==> config.mk <==
export PLATFORM = sky130hd
export DESIGN_NAME = mac_result_drain
export DESIGN_NICKNAME = d
export VERILOG_FILES = /design/src/rtl/mac_result_drain.sv
export SDC_FILE = /design/constraint.sdc
export NUM_CORES = 1
export LEC_CHECK = 0
export CAP_MARGIN = 25
export CORE_AREA = 2 2 143 145
export DETAILED_ROUTE_END_ITERATION = 12
export DIE_AREA = 0 0 145 147
export GPL_TIMING_DRIVEN = 0
export PLACE_DENSITY_LB_ADDON = 0.12
export SYNTH_ARGS = -nofsm -noshare
export SYNTH_HDL_FRONTEND = slang
export SYNTH_SLANG_ARGS = --single-unit
==> constraint.sdc <==
create_clock -name clk_i -period 7.9 [get_ports clk_i]
set_input_delay 1.185 -clock clk_i [delete_from_list [all_inputs] [get_ports clk_i]]
set_output_delay 1.185 -clock clk_i [all_outputs]
set_load 0.03 [all_outputs]
==> src/rtl/mac_result_drain.sv <==
// Result drain for the bit-serial matrix MAC: captures a finished accumulator tile,
// then requantizes and streams its elements out row-major, one per handshake beat.
module mac_result_drain #(
    parameter  int M         = 2,
    parameter  int N         = 2,
    parameter  int OUT_WIDTH = 8,
    localparam int RowW      = (M > 1) ? $clog2(M) : 1,
    localparam int ColW      = (N > 1) ? $clog2(N) : 1
) (
    input  logic                             clk_i,
    input  logic                             rst_ni,
    input  logic                             valid_i,
    output logic                             ready_o,
    input  logic [M-1:0][N-1:0][31:0]        data_i,
    input  logic [4:0]                       shift_i,
    input  logic                             round_i,
    output logic                             valid_o,
    input  logic                             ready_i,
    output logic signed [OUT_WIDTH-1:0]      data_o,
    output logic [RowW-1:0]                  row_o,
    output logic [ColW-1:0]                  col_o,
    output logic                             last_o,
    output logic                             busy_o
);

    localparam logic [0:0] IDLE   = 1'b0;
    localparam logic [0:0] STREAM = 1'b1;

    localparam logic signed [33:0] MaxVal = (34'sd1 <<< (OUT_WIDTH - 1)) - 34'sd1;
    localparam logic signed [33:0] MinVal = -(34'sd1 <<< (OUT_WIDTH - 1));

    logic [0:0]                 state;
    logic [M-1:0][N-1:0][31:0]  tileBuf;
    logic [4:0]                 shiftQ;
    logic                       roundQ;
    logic [RowW-1:0]            rowCnt;
    logic [ColW-1:0]            colCnt;

    logic                       atLast;
    logic                       beat;
    logic                       accept;
    logic signed [31:0]         elem;
    logic signed [33:0]         extElem;
    logic signed [33:0]         roundAdd;
    logic signed [33:0]         sum;
    logic signed [33:0]         shifted;
    logic signed [OUT_WIDTH-1:0] satVal;

    assign atLast  = (state == STREAM) && (rowCnt == RowW'(M - 1)) && (colCnt == ColW'(N - 1));
    assign valid_o = (state == STREAM);
    assign beat    = valid_o & ready_i;
    // A new tile may only land on the edge that retires the final element.
    assign ready_o = (state == IDLE) | (atLast & ready_i);
    assign accept  = valid_i & ready_o;

    assign busy_o  = valid_o;
    assign last_o  = atLast;
    assign row_o   = rowCnt;
    assign col_o   = colCnt;
    assign elem    = tileBuf[rowCnt][colCnt];

    // 34-bit datapath keeps the rounding add free of overflow before saturation.
    always_comb begin
        extElem  = {{2{elem[31]}}, elem};
        roundAdd = '0;
        if (roundQ && (shiftQ != 5'd0)) begin
            roundAdd = 34'sd1 <<< (shiftQ - 5'd1);
        end
        sum     = extElem + roundAdd;
        shifted = sum >>> shiftQ;
        if (shifted > MaxVal) begin
            satVal = OUT_WIDTH'(MaxVal);
        end else if (shifted < MinVal) begin
            satVal = OUT_WIDTH'(MinVal);
        end else begin
            satVal = OUT_WIDTH'(shifted);
        end
        data_o = (state == STREAM) ? satVal : '0;
    end

    always_ff @(posedge clk_i or negedge rst_ni) begin
        if (!rst_ni) begin
            state   <= IDLE;
            tileBuf <= '0;
            shiftQ  <= '0;
            roundQ  <= 1'b0;
            rowCnt  <= '0;
            colCnt  <= '0;
        end else if (accept) begin
            state   <= STREAM;
            tileBuf <= data_i;
            shiftQ  <= shift_i;
            roundQ  <= round_i;
            rowCnt  <= '0;
            colCnt  <= '0;
        end else if (beat) begin
            if (atLast) begin
                state  <= IDLE;
                rowCnt <= '0;
                colCnt <= '0;
            end else if (colCnt == ColW'(N - 1)) begin
                colCnt <= '0;
                rowCnt <= rowCnt + RowW'(1);
            end else begin
                colCnt <= colCnt + ColW'(1);
            end
        end
    end

endmodule
---- Yosys cells after proc, flatten, opt, wreduce, memory -nomap -nowiden ----
Index checks and enable logic that the tools add are counted.
storage, ports and cells
  input port bits ......................... 138
  output and inout bits ................... 14
  register bits ........................... 137
cells by class
  shifts and indexed selects .............. 2
  bitwise logic cells ..................... 5
  $lt $le $gt $ge ......................... 4
  add/sub/neg operators ................... 4
  mux-type cells .......................... 19
  reductions and logical operators ........ 9
operators by type and width
  kind                     count
  $mux W64                 2
  $mux W32                 2
  $add A32 B34 Y34         1
  $gt A34 B8 Y1 const B    1
  $lt A34 B8 Y1 const B    1
  $mux W34                 1
  $sshl A2 B5 Y34 const A  1
  $sshr A34 B5 Y34         1
  $mux W8                  3
  $mux W1                  11
  $reduce_bool A5 Y1       1
  $sub A5 B1 Y5 const B    1
  $lt A1 B2 Y1 const B     2
  $reduce_and A2 Y1        2
  $reduce_bool A2 Y1       2
  $and A1 B1 Y1            3
  $logic_and A1 B1 Y1      3
  $reduce_bool A3 Y1       1
  $add A1 B1 Y1 const B    2
  $not A1 Y1               1
  $or A1 B1 Y1             1

---- Longest topological paths before layout ----
  depth after elaboration ................. 10
  depth in mapped cells ................... 22
  gate-level depth less buffers ........... 18

---- Least setup slack after synthesis ----
Ideal clock, no wire load.
  path type ............................... flip-flop to output port
  start point ............................. reg rowCnt, in the netlist row_o
  end point ............................... out data_o[0]
  setup slack ............................. 1089 ps
  cell stages (with the launch flop) ...... 18
  arrival time ............................ 5626 ps
  path buffers ............................ 2
  cells stage by stage .................... dfrtp_1 -> buf_2 -> buf_1 -> mux4_2 -> fa_1 -> a211oi_2 -> o21ai_2 -> a211o_1 -> a211o_1 -> and2_0 -> a22o_1 -> a211o_1 -> a222oi_1 -> o2111ai_1 -> nor4b_1 -> nor4b_2 -> a41oi_2 -> a21o_1
between the ends
  word-level cells in the longest chain between the ends .. 10
  elaborated cells on any way between the ends .. 11
RTL lines
  what                                           line  source
  start: declaration                             36    logic [RowW-1:0] rowCnt;
  start signal: assignment                       103   rowCnt <= rowCnt + RowW'(1);
  $mux W64 (implied by the code) * (2 in a row)  60    assign elem = tileBuf[rowCnt][colCnt];
  $mux W32 (implied by the code) * (2 in a row)  60
  $add A32 B34 Y34 *                             69    sum = extElem + roundAdd;
  $sshr A34 B5 Y34 *                             70    shifted = sum >>> shiftQ;
  $lt A34 B8 Y1                                  73    end else if (shifted < MinVal) begin
  $mux W8                                        73
  $mux W8 *                                      71    if (shifted > MaxVal) begin
  $mux W8 *                                      78    data_o = (state == STREAM) ? satVal : '0;
  end: declaration                               19    output logic signed [OUT_WIDTH-1:0] data_o,
Mark *: on every way between the ends. The rest lies on a longest branch, timed or not. The select of a mux whose other input is x is not followed.

---- Worst setup path in the final report ----
  start point ............................. reg shiftQ[2]
  end point ............................... out data_o[5]
between the ends
  word-level cells in the longest chain between the ends .. 9
  elaborated cells on any way between the ends .. 12
RTL lines
  what                                                           line    source
  start: declaration                                             34      logic [4:0] shiftQ;
  start signal: assignment                                       92      shiftQ <= shift_i;
  $sub A5 B1 Y5 / $reduce_bool A5 Y1 (equally long branches)     67, 66
  $sshl A2 B5 Y34 / $logic_and A1 B1 Y1 (equally long branches)  67, 66
  $mux W34                                                       66      if (roundQ && (shiftQ != 5'd0)) begin
  $add A32 B34 Y34                                               69
  $sshr A34 B5 Y34 *                                             70
  $lt A34 B8 Y1                                                  73
  $mux W8                                                        73
  $mux W8 *                                                      71
  $mux W8 *                                                      78
Mark *: on every way between the ends. The rest lies on a longest branch, timed or not.

==> metrics.csv <==
stage;metric;value;unit
global_route;initial antenna violation count;0;
synth;post-synthesis mux area share;0.229;
timing;endpoints failing hold;0;
layout;area of the multi-input gates;7630;sq um
run_status;outcome;complete, no violations;
pwr;leak pwr;0.00572;uW
route;Via density;6.77;
timing;Highest Clock Rate;129;MHz
placement;Post-DP HPWL;30.3;mm
placement;dpl ws;-1.26;ns
synth;Yosys cell types;98;
clock_network;Clock transition at path regs;0.06;ns
synth;post-synthesis xor/xnor area fraction;0.0203;
route;Iter 0 DRT Violations;1138;
synth;syn_nets;1336;
synth;synthesized flop and latch total;137;
layout;# diodes;0;
critical_path;CP Cell Sequence;clkbuf_4, clkbuf_4, clkbuf_2, nand3_1, nor2_1, ha_1, a21oi_1, o21ai_1, a211o_1, or3_4, and3_4, a22o_1, a211o_1, a222oi_1, buf_4, o2111ai_1, nor4b_1, nor4b_4, a41oi_2, a21o_1, clkdlybuf4s15_2;
critical_path;CP endpoint kind;output port;
critical_path;Crit Path Category;flip-flop to output port;
synth;most area-hungry cell type in the Yosys netlist;dfrtp_1;
worst_hold_path;Hold Crit Start;tileBuf[15];
clock_network;Max Root-Sink Buffers;2;
layout;NumNets Final;1517;
layout;final core occ;0.712;
timing;worst setup margin;0.133;ns
floorplan;DIE AREA;21300;sq um
global_route;Total GRT Usage;0.374;
clock_network;Worst-Skew Late Latency;0.42;ns
critical_path;Worst setup SP type;flip-flop;
timing;Slew Limit Fails;0;
synth;sequential area share after synthesis;0.308;
timing;Final Critical Period;7.77;ns
clock_network;Root Driver;clkbuf_16;
route;drt wl/cell;24.6;microns
timing;Slew @ Worst Pin;0.979;ns
timing;Final Setup Violations;0;
floorplan;core area;19800;sq um
worst_hold_path;worst hold path stage count;1;
critical_path;FF-to-FF End;tileBuf[6];
route;TritonRoute pass-1 iters;6;
timing;Worst slew margin;0.345;
floorplan;die height;147;microns
floorplan;DIE WIDTH;145;microns
synth;Post-Syn Area;11100;sq um
layout;Fillers;1494;
critical_path;critical path buffer and inverter count;5;
floorplan;# rows;52;
critical_path;CP Max Fanout;10;
synth;Ys Warns;0;
route;via count;11000;
pwr;Pint;3790;uW
synth;Post-Syn Instances;1164;
synth;Synth top cells by count;137 x dfrtp_1, 133 x mux2_2, 118 x nor2_1, 89 x nand2_1, 70 x a21oi_1;
pwr;Pwr per Cell Area;546;nW/um^2
placement;gpl congestion;0.998;
route;antenna-violating nets left;0;
pwr;total power;7710;uW
global_route;pin count of the biggest net entering global routing;92;
floorplan;num ports;152;
worst_hold_path;HP Class;flip-flop to flip-flop;
synth;most numerous cell in the Yosys netlist;dfrtp_1;
clock_network;CTS Buf Count;17;
pwr;Seq pwr share;0.168;
synth;Post-synth EDFFs;0;
synth;syn avg cell area;9.57;sq um
synth;Compound-Gate Fraction of Synth Area;0.207;
global_route;global route total overflow;0;
synth;Yosys top cell area share;0.308;
global_route;first-pass GRT wire length;61.5;mm
layout;FF+latch area;3430;sq um
synth;fraction of registers with async set/reset;1.00;
pwr;clock share of power;0.108;
synth;adder-cell area share of the yosys netlist;0.0389;
floorplan;Starting Density;0.561;
synth;post-synthesis simple-gate area fraction;0.159;
worst_hold_path;hold path endpoint;tileBuf[15];
route;total wire length;40.0;mm
pwr;Peak VDD IR;0.245;mV
layout;share of cells above drive strength 1;0.258;
synth;largest cells by area after synthesis;dfrtp_1 31%, mux2_2 13%, mux4_2 7.1%, nor2_1 4.0%, ha_1 3.7%;
clock_network;H-Tree Depth;4;
route;drt drc;0;
critical_path;critical path arrival;6.58;ns
placement;Buffers on Ports;151;
critical_path;R2R depth;7;
global_route;vias in the first global route;10800;
placement;dpl cell area;13000;sq um
critical_path;CP max-delay cell;dfrtp_2;
critical_path;Req. time, crit path;6.71;ns
pwr;logic gate share of total power;0.725;
clock_network;clock sink total;137;
critical_path;reg2reg setup slack;4.97;ns
critical_path;reg2reg start;col_o;
layout;P&R area growth vs syn;26.8;%
timing;Clock Skew;0.0115;ns
synth;largest family of logic cells by synthesized area;multiplexers;
clock_network;CTS tree;yes;
pwr;Switch Pwr;3910;uW
synth;Main synth FF type;dfrtp_1;
flow_run;max-cap violation count;0;
pwr;switching share of power;0.508;
critical_path;delay-heaviest family, CP;compound AO/OA/AOI/OAI gates;
layout;final instance area;14100;sq um
clock_network;Post-CTS Hold Fix Bufs;0;
timing;crit share post-route;0.983;
critical_path;Crit path largest cell delay;0.55;ns
==> placed cells by master, fill, tap and decap left out, types with 11 or more instances in the layout <==
master	count
and2_1	17
ha_1	33
o211a_1	13
and3_1	11
inv_1	11
a211oi_1	11
nor2_1	116
a21o_1	19
nand2_1	85
nand4_1	19
o21ai_1	15
buf_4	18
nor3_1	30
dfrtp_1	135
nand3_1	18
o21ai_0	34
clkbuf_1	26
clkdlybuf4s50_1	143
o211ai_1	20
clkbuf_16	17
mux2_2	133
buf_2	25
nor4_1	12
a21oi_1	62
mux4_2	35
mux2i_1	26
==> state kept, by name, summed over array words and instances (netlist names) <==
| signal | flops |
|---|---|
| tileBuf | 128 |
| row_o | 1 |
| busy_o | 1 |
| col_o | 1 |
| roundQ | 1 |
| shiftQ | 5 |
==> power groups by stage <==
| stage | sequential [uW] | clock (uW) | combinational, uW |
|---|---|---|---|
| after global routing | 1320 | 872 | 5910 |
| after detailed placement | 1250 | 0 | 5090 |
| after global placement | 1230 | 0 | 5060 |
| final | 1290 | 829 | 5590 |
| after floorplan | 1190 | 0 | 3620 |
| after CTS | 1270 | 840 | 5250 |
==> logic make-up (layout without fill, tap and decap cells) <==
group                      after synthesis  count (layout)
AOI/OAI and AO/OA                      307             307
buffers and inverters                   98             292
xor gates and xnor gates                25              25
DFF                                    137             137
adders and majority gates               34              34
and+or+nand+nor                        366             366
other                                    2               2
muxes                                  195             195
==> metrics by stage <==
step,setup TNS (ns),cells,hold WS [ns]
5_1_grt,-0.175,1628,0.515
3_3_place_gp,-8.74,1585,0.485
4_1_cts,0,1624,0.507
3_5_place_dp,-8.76,1587,0.493
6_report,0,1628,0.507
2_1_floorplan,0,1164,0.475
==> layer usage <==
metal	track usage	wire length, microns	vias up
met5	0	0	-
met4	0.181	1940	0
met3	0.0832	3790	136
met2	0.607	18800	698
met1	0.476	15500	5361
li1	-	-	4825
==> area by class of cell <==
| class | instances | share of cell area |
|---|---|---|
| Inverter | 13 | 0.00372 |
| Tap cell | 270 | 0.0239 |
| Clock inverter | 14 | 0.0123 |
| Timing Repair Buffer | 167 | 0.117 |
| Sequential cell | 137 | 0.243 |
| Multi-Input combinational cell | 929 | 0.540 |
| Clock buffer | 18 | 0.0311 |
| Buffer | 80 | 0.0284 |
==> how the worst max path moves through the flow <==
stage          startpoint   endpoint  cells after the start
6_report        shiftQ[2]  data_o[5]                     21
4_1_cts         shiftQ[4]  data_o[0]                     23
5_1_grt             row_o  data_o[2]                     19
3_5_place_dp    shiftQ[0]  data_o[1]                     22
3_3_place_gp    shiftQ[2]  data_o[6]                     22
2_1_floorplan       row_o  data_o[0]                     17
==> what timing repair did <==
action,in CTS,in global routing
resized for setup,81,60
pin swaps,4,7
cloned,0,0
endpoints found under the setup margin,7,7
setup buffers,8,6
(Power assumes the default switching activity.)
